`src/rtl/uart_rx_frame_ctrl_pkg.sv`:
```
// Shared definitions for the UART receive framing controller.
//   SOF_DEFAULT : default start-of-frame byte
//   ERR_*       : err_code values reported with the err pulse
//   state_e     : frame parser states
package uart_rx_frame_ctrl_pkg;

  localparam logic [7:0] SOF_DEFAULT = 8'hAA;

  localparam logic [1:0] ERR_NONE = 2'd0;
  localparam logic [1:0] ERR_TMO  = 2'd1;
  localparam logic [1:0] ERR_LEN  = 2'd2;
  localparam logic [1:0] ERR_CSUM = 2'd3;

  typedef enum logic [2:0] {
    S_IDLE,
    S_CMD,
    S_LEN,
    S_PAY,
    S_CSUM,
    S_HOLD
  } state_e;

endpackage

```
`src/rtl/uart_rx_frame_ctrl_if.sv`:
```
// Byte-in / frame-out bus of the UART receive framing controller.
//   rcv, data            : received byte strobe and value (from the UART receiver)
//   frm_valid, frm_ack   : held-frame handshake with the command layer
//   frm_cmd, frm_len     : CMD and LEN of the held frame
//   rd_addr, rd_data     : payload read port (registered, 1-cycle latency)
//   err, err_code, ovr   : abort and overrun pulses
//   busy                 : parser not idle
// modport slave is the framing controller, modport master its environment.
interface uart_rx_frame_ctrl_if #(
  parameter int unsigned AW = 4
);
  logic          rcv;
  logic [7:0]    data;
  logic          frm_valid;
  logic          frm_ack;
  logic [7:0]    frm_cmd;
  logic [7:0]    frm_len;
  logic [AW-1:0] rd_addr;
  logic [7:0]    rd_data;
  logic          err;
  logic [1:0]    err_code;
  logic          ovr;
  logic          busy;

  modport slave (
    input  rcv, data, frm_ack, rd_addr,
    output frm_valid, frm_cmd, frm_len, rd_data, err, err_code, ovr, busy
  );

  modport master (
    output rcv, data, frm_ack, rd_addr,
    input  frm_valid, frm_cmd, frm_len, rd_data, err, err_code, ovr, busy
  );
endinterface

```
`src/rtl/uart_frame_buf.sv`:
```
// Payload buffer: DEPTH x 8 RAM, one write port, one registered read port.
//   clk, rstn      : clock, async active-low reset (read register only)
//   we/waddr/wdata : write port
//   raddr/rdata    : read port, rdata = mem[raddr] one cycle later
module uart_frame_buf #(
  parameter int unsigned DEPTH = 16,
  parameter int unsigned AW    = 4
) (
  input  logic          clk,
  input  logic          rstn,
  input  logic          we,
  input  logic [AW-1:0] waddr,
  input  logic [7:0]    wdata,
  input  logic [AW-1:0] raddr,
  output logic [7:0]    rdata
);

  logic [7:0] mem_q [DEPTH];
  logic [7:0] rd_d;
  logic [7:0] rd_q;

  always_ff @(posedge clk) begin
    if (we) mem_q[waddr] <= wdata;
  end

  always_comb begin
    rd_d = mem_q[raddr];
  end

  always_ff @(posedge clk or negedge rstn) begin
    if (!rstn) rd_q <= '0;
    else       rd_q <= rd_d;
  end

  assign rdata = rd_q;

endmodule

```
`src/rtl/uart_rx_frame_ctrl.sv`:
```
// UART receive framing controller. Parses SOF|CMD|LEN|PAYLOAD[LEN]|CSUM from
// the receiver's byte strobe, buffers the payload, checks the 8-bit additive
// checksum (CMD+LEN+PAYLOAD+CSUM == 0 mod 256) and holds good frames until
// the command layer acknowledges them.
//   clk, rstn : clock, async active-low reset
//   bus       : byte input, frame handshake, payload read port and status pulses
module uart_rx_frame_ctrl
  import uart_rx_frame_ctrl_pkg::*;
#(
  parameter logic [7:0]  SOF     = SOF_DEFAULT,
  parameter int unsigned MAX_LEN = 16,
  parameter int unsigned TIMEOUT = 12000
) (
  input  logic                   clk,
  input  logic                   rstn,
  uart_rx_frame_ctrl_if.slave    bus
);

  localparam int unsigned AW = (MAX_LEN > 1) ? $clog2(MAX_LEN) : 1;
  localparam int unsigned TW = (TIMEOUT > 1) ? $clog2(TIMEOUT) : 1;
  localparam logic [TW-1:0] TMO_LAST  = TW'(TIMEOUT - 1);
  localparam logic [7:0]    MAX_LEN_B = 8'(MAX_LEN);

  state_e          state_q, state_d;
  logic [7:0]      cmd_q, cmd_d;
  logic [7:0]      len_q, len_d;
  logic [7:0]      sum_q, sum_d;
  logic [AW-1:0]   cnt_q, cnt_d;
  logic [TW-1:0]   timer_q, timer_d;
  logic            err_q, err_d;
  logic [1:0]      code_q, code_d;
  logic            ovr_q, ovr_d;
  logic            wr_en;
  logic [7:0]      csum_chk;

  always_comb begin
    state_d  = state_q;
    cmd_d    = cmd_q;
    len_d    = len_q;
    sum_d    = sum_q;
    cnt_d    = cnt_q;
    timer_d  = timer_q;
    err_d    = 1'b0;
    code_d   = ERR_NONE;
    ovr_d    = 1'b0;
    wr_en    = 1'b0;
    csum_chk = sum_q + bus.data;

    unique case (state_q)
      S_IDLE: begin
        // A SOF landing in the cycle the abort pulse is visible is dropped.
        if (bus.rcv && bus.data == SOF && !err_q) state_d = S_CMD;
      end
      S_CMD: begin
        if (bus.rcv) begin
          cmd_d   = bus.data;
          sum_d   = bus.data;
          state_d = S_LEN;
        end
      end
      S_LEN: begin
        if (bus.rcv) begin
          if (bus.data > MAX_LEN_B) begin
            state_d = S_IDLE;
            err_d   = 1'b1;
            code_d  = ERR_LEN;
          end else begin
            len_d   = bus.data;
            sum_d   = sum_q + bus.data;
            cnt_d   = '0;
            state_d = (bus.data == 8'd0) ? S_CSUM : S_PAY;
          end
        end
      end
      S_PAY: begin
        if (bus.rcv) begin
          wr_en = 1'b1;
          sum_d = sum_q + bus.data;
          cnt_d = cnt_q + AW'(1);
          if (8'(cnt_q) == len_q - 8'd1) state_d = S_CSUM;
        end
      end
      S_CSUM: begin
        if (bus.rcv) begin
          if (csum_chk == 8'd0) begin
            state_d = S_HOLD;
          end else begin
            state_d = S_IDLE;
            err_d   = 1'b1;
            code_d  = ERR_CSUM;
          end
        end
      end
      S_HOLD: begin
        // Ack takes priority; the same-cycle byte is then treated as in IDLE.
        if (bus.frm_ack) begin
          state_d = (bus.rcv && bus.data == SOF) ? S_CMD : S_IDLE;
        end else if (bus.rcv) begin
          ovr_d = 1'b1;
        end
      end
      default: state_d = S_IDLE;
    endcase

    // Inter-byte timer: only runs inside a frame, a received byte always wins.
    if (state_q inside {S_CMD, S_LEN, S_PAY, S_CSUM}) begin
      if (bus.rcv) begin
        timer_d = '0;
      end else if (timer_q == TMO_LAST) begin
        timer_d = '0;
        state_d = S_IDLE;
        err_d   = 1'b1;
        code_d  = ERR_TMO;
      end else begin
        timer_d = timer_q + TW'(1);
      end
    end else begin
      timer_d = '0;
    end
  end

  always_ff @(posedge clk or negedge rstn) begin
    if (!rstn) begin
      state_q <= S_IDLE;
      cmd_q   <= '0;
      len_q   <= '0;
      sum_q   <= '0;
      cnt_q   <= '0;
      timer_q <= '0;
      err_q   <= 1'b0;
      code_q  <= ERR_NONE;
      ovr_q   <= 1'b0;
    end else begin
      state_q <= state_d;
      cmd_q   <= cmd_d;
      len_q   <= len_d;
      sum_q   <= sum_d;
      cnt_q   <= cnt_d;
      timer_q <= timer_d;
      err_q   <= err_d;
      code_q  <= code_d;
      ovr_q   <= ovr_d;
    end
  end

  uart_frame_buf #(
    .DEPTH (MAX_LEN),
    .AW    (AW)
  ) u_buf (
    .clk   (clk),
    .rstn  (rstn),
    .we    (wr_en),
    .waddr (cnt_q),
    .wdata (bus.data),
    .raddr (bus.rd_addr),
    .rdata (bus.rd_data)
  );

  assign bus.frm_valid = (state_q == S_HOLD);
  assign bus.frm_cmd   = cmd_q;
  assign bus.frm_len   = len_q;
  assign bus.err       = err_q;
  assign bus.err_code  = code_q;
  assign bus.ovr       = ovr_q;
  assign bus.busy      = (state_q != S_IDLE);

endmodule

```
`src/flat_wrapper.sv`:
```
// flat-port wrapper written by rule: the top's interface ports become plain ports
module uart_rx_frame_ctrl_flat import uart_rx_frame_ctrl_pkg::*;
#(
  parameter logic [7:0]  SOF     = SOF_DEFAULT,
  parameter int unsigned MAX_LEN = 16,
  parameter int unsigned TIMEOUT = 12000
)
  (clk, rstn, bus_rcv, bus_data, bus_frm_ack, bus_rd_addr, bus_frm_valid, bus_frm_cmd, bus_frm_len, bus_rd_data, bus_err, bus_err_code, bus_ovr, bus_busy);
  uart_rx_frame_ctrl_if #(.AW(4)) bus_i ();
  input  logic clk;
  input  logic rstn;
  input wire logic [$bits(bus_i.rcv)-1:0] bus_rcv;
  input wire logic [$bits(bus_i.data)-1:0] bus_data;
  input wire logic [$bits(bus_i.frm_ack)-1:0] bus_frm_ack;
  input wire logic [$bits(bus_i.rd_addr)-1:0] bus_rd_addr;
  output wire logic [$bits(bus_i.frm_valid)-1:0] bus_frm_valid;
  output wire logic [$bits(bus_i.frm_cmd)-1:0] bus_frm_cmd;
  output wire logic [$bits(bus_i.frm_len)-1:0] bus_frm_len;
  output wire logic [$bits(bus_i.rd_data)-1:0] bus_rd_data;
  output wire logic [$bits(bus_i.err)-1:0] bus_err;
  output wire logic [$bits(bus_i.err_code)-1:0] bus_err_code;
  output wire logic [$bits(bus_i.ovr)-1:0] bus_ovr;
  output wire logic [$bits(bus_i.busy)-1:0] bus_busy;
  assign bus_i.rcv = bus_rcv;
  assign bus_i.data = bus_data;
  assign bus_i.frm_ack = bus_frm_ack;
  assign bus_i.rd_addr = bus_rd_addr;
  assign bus_frm_valid = bus_i.frm_valid;
  assign bus_frm_cmd = bus_i.frm_cmd;
  assign bus_frm_len = bus_i.frm_len;
  assign bus_rd_data = bus_i.rd_data;
  assign bus_err = bus_i.err;
  assign bus_err_code = bus_i.err_code;
  assign bus_ovr = bus_i.ovr;
  assign bus_busy = bus_i.busy;
  uart_rx_frame_ctrl #(.SOF(SOF), .MAX_LEN(MAX_LEN), .TIMEOUT(TIMEOUT)) u_core (.clk(clk), .rstn(rstn), .bus(bus_i));
endmodule
```
`config.mk`:
```
export PLATFORM = sky130hd
export DESIGN_NAME = uart_rx_frame_ctrl_flat
export DESIGN_NICKNAME = d
export VERILOG_FILES = /design/src/rtl/uart_rx_frame_ctrl_pkg.sv /design/src/rtl/uart_rx_frame_ctrl_if.sv /design/src/rtl/uart_frame_buf.sv /design/src/rtl/uart_rx_frame_ctrl.sv /design/src/flat_wrapper.sv
export SDC_FILE = /design/constraint.sdc
export NUM_CORES = 1
export LEC_CHECK = 0
export CORE_ASPECT_RATIO = 0.5
export CORE_MARGIN = 2
export CORE_UTILIZATION = 35
export CTS_BUF_LIST = sky130_fd_sc_hd__clkbuf_4
export DETAILED_ROUTE_END_ITERATION = 12
export SYNTH_ARGS = -nofsm -noshare
export SYNTH_HDL_FRONTEND = slang
export SYNTH_HIERARCHICAL = 1
export SYNTH_SLANG_ARGS = --single-unit
```
`constraint.sdc`:
```
create_clock -name clk -period 2.45 [get_ports clk]
set_clock_uncertainty 0.1 [all_clocks]
set_input_delay 0.245 -clock clk [delete_from_list [all_inputs] [get_ports clk]]
set_output_delay 0.245 -clock clk [all_outputs]
set_load 0.03 [all_outputs]
```
Word-level counts from Yosys, hierarchy flattened
Memories as Yosys holds them, arrays and structs flattened. A register that Yosys moved wholly into a read port is not among the register bits.
Index checks and enable logic that the tools add are counted.
{"block": "classes", "n_addsub": 4, "muxes": 49, "reduce_logical": 15, "multipliers": 0, "div_mod_pow": 0, "order_cmp": 1, "n_eq_ne": 12, "bitwise": 1, "shift": 0}
{"cell": "14-bit two-way mux", "n": 3}
{"cell": "3-bit two-way mux", "n": 13}
{"cell": "8-bit two-way mux", "n": 4}
{"cell": "8-bit one-hot mux with 3 select lines", "n": 1}
{"cell": "3-bit one-hot mux with 6 select lines", "n": 1}
{"cell": "8-bit zero test", "n": 2}
{"cell": "14-bit by 1-bit adder with 14-bit output (second input constant)", "n": 1}
{"cell": "14-bit == test (second input constant)", "n": 1}
{"cell": "1-bit two-way mux", "n": 14}
{"cell": "2-bit two-way mux", "n": 7}
{"cell": "4-bit two-way mux", "n": 3}
{"cell": "8-bit adder", "n": 1}
{"cell": "4-bit by 8-bit == test with 1-bit output", "n": 1}
{"cell": "8-bit == test (second input constant)", "n": 1}
{"cell": "8-bit by 5-bit greater-than comparator with 1-bit output (second input constant)", "n": 1}
{"cell": "2-bit inequality test (second input constant)", "n": 4}
{"cell": "4-bit one-hot mux with 2 select lines", "n": 1}
{"cell": "8-bit by 1-bit subtractor with 8-bit output (second input constant)", "n": 1}
{"cell": "3-bit by 2-bit == test with 1-bit output (second input constant)", "n": 2}
{"cell": "3-bit == test (second input constant)", "n": 2}
{"cell": "3-bit nonzero test", "n": 2}
{"cell": "5-bit AND reduction", "n": 1}
{"cell": "4-bit by 1-bit adder with 4-bit output (second input constant)", "n": 1}
{"cell": "2-bit one-hot mux with 2 select lines", "n": 1}
{"cell": "11 further kinds", "n": 13}
{"block": "word_totals", "reg_bits": 49, "latch_bits": 0, "rom_bits": 0, "memories": 1, "out_inout_bits": 30, "inputBits": 16, "wordCells": 92, "ramBits": 128}
{"memory": "u_core.u_buf.mem_q", "words": 16, "width": 8, "rd": 1, "rd_clocked_by_memory_dff": 1, "write_ports": 1, "line": "uart_frame_buf.sv:18", "rtl": "logic [7:0] mem_q [DEPTH];"}

Logic depth before layout (Yosys ltp)
{"block": "depth", "word_depth": 8, "ltp_mapped": 9, "mapped_depth_nobuf": 9}

Modules after synthesis
Netlist, hierarchy kept.
{"mod": "uart_frame_buf", "seq_area_each_um2": 4043.9, "cells_per_inst": 229, "n_inst": 1, "area_each_um2": 5187.5}
{"mod": "uart_rx_frame_ctrl", "seq_area_each_um2": 1226.2, "cells_per_inst": 295, "n_inst": 1, "area_each_um2": 2832.7}

Worst setup path after synthesis
Ideal clock, no wire load.
{"block": "synth_timing", "kind": "register -> register", "from": "register u_core.state_q[0]", "to": "memory u_core.u_buf.mem_q[0][0] (enable)", "required_ns": 1.967, "path_stages_with_launch": 6, "setup_ns": 0.383, "slack_ns": -0.146, "period_less_slack_ns": 2.596, "arrival_ns": 2.112, "path_buffers": 1, "cell_sequence": "dfrtp_1 clkbuf_1 inv_1 nor2_1 or3b_2 nor3_1"}
{"block": "synth_via", "elab_chain_cells": 4}
{"element": "start, declared", "line": "uart_rx_frame_ctrl.sv:24", "rtl": "state_e state_q, state_d;"}
{"element": "start signal, assigned", "line": "uart_rx_frame_ctrl.sv:134", "rtl": "state_q <= state_d;"}
{"element": "3-bit by 2-bit == test with 1-bit output", "line": "uart_rx_frame_ctrl.sv:49", "rtl": "unique case (state_q)"}
{"element": "1-bit two-way mux", "line": "uart_rx_frame_ctrl.sv:49"}
{"element": "net u_core.wr_en", "line": "uart_rx_frame_ctrl.sv:33", "rtl": "logic wr_en;"}
{"element": "1-bit two-way mux", "line": "uart_frame_buf.sv:23", "rtl": "if (we) mem_q[waddr] <= wdata;"}
{"element": "1-bit two-way mux (implied by the code)", "line": "uart_frame_buf.sv:23"}
{"element": "end, declared", "line": "uart_frame_buf.sv:18"}
The timed path passes the listed nets, and every way through them passes these cells.

Worst setup path in the final report
{"block": "layout_timing", "from": "register u_core.sum_q[0]", "to": "register u_core.code_q[0] (netlist: u_core/bus.err_code[0])"}
{"block": "layout_via", "elab_chain_cells": 8}
{"element": "start, declared", "line": "uart_rx_frame_ctrl.sv:27", "rtl": "logic [7:0] sum_q, sum_d;"}
{"element": "start signal, assigned", "line": "uart_rx_frame_ctrl.sv:137", "rtl": "sum_q <= sum_d;"}
{"element": "8-bit adder (*)", "line": "uart_rx_frame_ctrl.sv:47", "rtl": "csum_chk = sum_q + bus.data;"}
{"element": "8-bit zero test (*)", "line": "uart_rx_frame_ctrl.sv:85", "rtl": "if (csum_chk == 8'd0) begin"}
{"element": "2-bit two-way mux (*)", "line": "uart_rx_frame_ctrl.sv:85"}
{"element": "2-bit two-way mux (*)", "line": "uart_rx_frame_ctrl.sv:84", "rtl": "if (bus.rcv) begin"}
{"element": "2-bit one-hot mux with 2 select lines (*)", "line": "uart_rx_frame_ctrl.sv:49"}
{"element": "2-bit two-way mux", "line": "uart_rx_frame_ctrl.sv:109", "rtl": "end else if (timer_q == TMO_LAST) begin"}
{"element": "2-bit two-way mux", "line": "uart_rx_frame_ctrl.sv:107", "rtl": "if (bus.rcv) begin"}
{"element": "2-bit two-way mux (*)", "line": "uart_rx_frame_ctrl.sv:106", "rtl": "if (state_q inside {S_CMD, S_LEN, S_PAY, S_CSUM}) begin"}
{"element": "net u_core.code_d[0]", "line": "uart_rx_frame_ctrl.sv:31", "rtl": "logic [1:0] code_q, code_d;"}
{"element": "end signal, assigned", "line": "uart_rx_frame_ctrl.sv:141", "rtl": "code_q <= code_d;"}
{"element": "end, declared", "line": "uart_rx_frame_ctrl.sv:31"}
Mark *: on every way through the listed nets, which the timed path passes. The rest lies on a longest branch.
A chain may end at the register's enable or synchronous reset.

==> flow_summary.yaml <==
clock_network:
  cts-root-buf: "clkbuf_4"
  clk_path_buf_depth: 2
  cts_sinks: 185
  cts-htree-levels: 4
  numCtsBuffers: 17
  cts.clk_slew.worst_paths_ps: 160
  clock_latency_ps: 580
  tritoncts: "built"
grt:
  gr-usage-all-layers: 0.155
  grt_pass1_vias: 4882
  gr-total-overflow: 0
  grt_start_max_net_pins: 37
  grt_pass1_wl_um: 27800
  antenna_found_initial: 1
logic_synthesis:
  synthXorXnorAreaFrac: 0.0251
  synth_top_family_by_area: "multiplexers"
  syn-cell-area_um2: 8020
  synthArstFlopShare: 0.308
  synth_fa_ha_area_frac: 0.0181
  synth_nets: 551
  ys_warn_count: 6
  syn_avg_cell_area_um2: 15.3
  synth_edf_count: 128
  synth-seq-cells: 185
  ys_seq_area_frac: 0.657
  synth.distinct_cells: 59
  synth_simple_gate_area_frac: 0.0922
  synth_compound_area_frac: 0.0651
  synth_mux_area_frac: 0.120
  postSynthCellCount: 524
  synthFlopType: "edfxtp_1"
detailed_routing:
  first_pass_iters: 4
  wl_met3_um: 1060
  wl_met1_um: 8120
  wl_per_cell_um: 18.5
  drt_iter0_markers: 198
  vias: 4738
  viasPerCell: 4.95
  wl_met2_um: 8410
  drc: 0
  ant_nets: 0
  routed.top_layer: "met4"
  routed_wl_um: 17700
layout:
  nets: 663
  layout_commonest_cell: "edfxtp_1"
  area_growth_pct: 19.8
  layout-drive-gt1-share: 0.230
  final_cell_area_um2: 9610
  layout.cells.non_filler: 957
  final_cell_mix: "edfxtp_1 (128), buf_4 (63), dfrtp_1 (57)"
floorplan:
  ios: 46
  fp-row-count: 39
  initial_core_util: 0.354
  die_w_um: 218
  die_h_um: 111
  die-area_um2: 24200
  core_um2: 22600
sta:
  hold_viol: 0
  drv_slew: 0
  maxSlewHeadroom: 0.571
  tightestPinTransition_ps: 643
  rsz0062_at_grt: "yes"
  fin_crit_ps: 2500
  fin_crit_sh: 1.02
  timing.fmax_mhz: 399
  finalSetupViolCount: 5
  setup_ws_ps: -53.3
  finalSetupTns_ps: -228
pwr:
  p_int_mw: 4.25
  clkPwrFrac: 0.294
  power_switching_share: 0.263
  peakVddDrop_mv: 0.217
  pwr_density_cell_nw_per_um2: 600
  total_power_mw: 5.76
  power.switching_mw: 1.52
  cellLeakagePower_nw: 3.55
  share_comb_of_total_power: 0.114
  seqPwrFrac: 0.592
worst_setup_path:
  crit_path_cell_trace: "ha_2, inv_2, fa_2, nand2b_4, a21oi_4, xor2_1, or3_4, o41ai_2, buf_4, o21bai_1"
  required_ps: 2810
  worstPathArrival_ps: 2870
  crit_path_top_delay_cell: "or3_4"
  cp-start-kind: "register"
  cp-end-kind: "register"
  r2r_slack_ps: -50
  worst-path-max-fanout: 3
  slowest_delay_ps: 400
  critPathKind: "register to register"
outcome:
  violations: "setup timing"
  status: "finished with violations"
hold_path:
  hp-class: "input port to async pin"
job:
  maxCapViolCount: 0
placement:
  dp_cells: 920
  place.gp.congestion: 0.806
  place_area_um2: 9250
  post-place-ws_ps: -615
  port_buffers: 45
  hpwl_um: 11800
[power by group through the flow]
stage	clock network [mW]	registers (mW)	logic [mW]
4_1_cts	1.77	3.41	0.659
2_1_floorplan	0	3.53	0.284
3_3_place_gp	0	3.48	0.611
3_5_place_dp	0	3.48	0.625
5_1_grt	1.89	3.42	0.717
6_report	1.69	3.41	0.656
[sequential cells by signal, summed over array words and instances (netlist names)]
signal,count
u_core/u_buf/mem_q,128
u_core/timer_q,14
u_core/bus.frm_cmd,8
u_core/bus.frm_len,8
u_core/sum_q,8
u_core/u_buf/rdata,8
u_core/cnt_q,4
u_core/state_q,3
u_core/bus.err_code,2
u_core/bus.err,1
u_core/bus.ovr,1
[critical path, delay by kind of cell (launching register included)]
family | cells | cell delay, ps
simple gates | 2 | 550
buf+inv | 2 | 220
compound gates | 3 | 490
flops | 1 | 390
fa+ha+maj | 2 | 540
xor+xnor | 1 | 100
[routing by layer]
layer,GRT usage,vias up
li1,-,2250
met1,0.218,2368
met2,0.242,115
met3,0.0329,5
met4,0.0444,0
met5,0,-
[final timing paths]
check,end,from,cells past startpoint
worst min-delay path,u_core/bus.frm_len[3],rstn,2
max in group asynchronous,u_core/bus.frm_cmd[1],rstn,3
min in group clk,u_core/bus.ovr,bus_frm_ack,2
worst min register to register,u_core/sum_q[4],u_core/sum_q[4],2
worst max register to register,u_core/bus.err_code[0],u_core/sum_q[0],10
worst max-delay path,u_core/bus.err_code[0],u_core/sum_q[0],10
[cells by family (layout without fill, tap and decap cells)]
kind of cell	after synthesis	after routing
other	0	1
AND/OR/NAND/NOR	147	147
multiplexers	49	49
flip-flops	185	185
XOR/XNOR	23	23
AO/OA/AOI/OAI	74	74
adder cells (fa/ha/maj)	11	11
buffers and inverters	35	160
[repair_timing]
action                     in CTS  in global routing
buffers inserted                3                  0
setup endpoints to repair       7                  7
gates resized for setup        11                  4
pin swaps                       6                  0
hold buffers                    1                  0
hold endpoints to repair       57                  0
[through the flow]
step	hold slack, ps	utilization
2_1_floorplan	-151	-
3_3_place_gp	192	0.408
3_5_place_dp	200	0.408
4_1_cts	50.1	0.424
5_1_grt	70.3	0.424
6_report	96.9	0.424
[cell usage after synthesis, types with 6 or more instances]
cell type / count / area, um^2
edfxtp_1: 128 / 3840
dfrtp_1: 57 / 1430
nor2_1: 41 / 154
nand2_1: 32 / 120
a22oi_1: 18 / 135
mux4_2: 18 / 405
inv_1: 16 / 60.1
xor2_1: 16 / 140
a21oi_1: 15 / 75.1
nor3_1: 15 / 75.1
mux4_1: 14 / 368
mux2_2: 11 / 124
ha_1: 10 / 125
nand3_1: 8 / 40.0
o21ai_0: 8 / 40.0
o21ai_1: 8 / 40.0
and2_1: 7 / 43.8
xnor2_1: 7 / 61.3
buf_2: 6 / 30.0
nand4_1: 6 / 37.5
[layout make-up]
cell class	count	area, um^2
clock buffer	18	135
tap	307	384
antenna	1	2.50
clock inverter	14	154
sequential	185	5270
multi-input combinational	304	2630
inverter	16	60.1
fill	2081	13000
timing repair buffer	112	977
(Power assumes the default switching activity.)
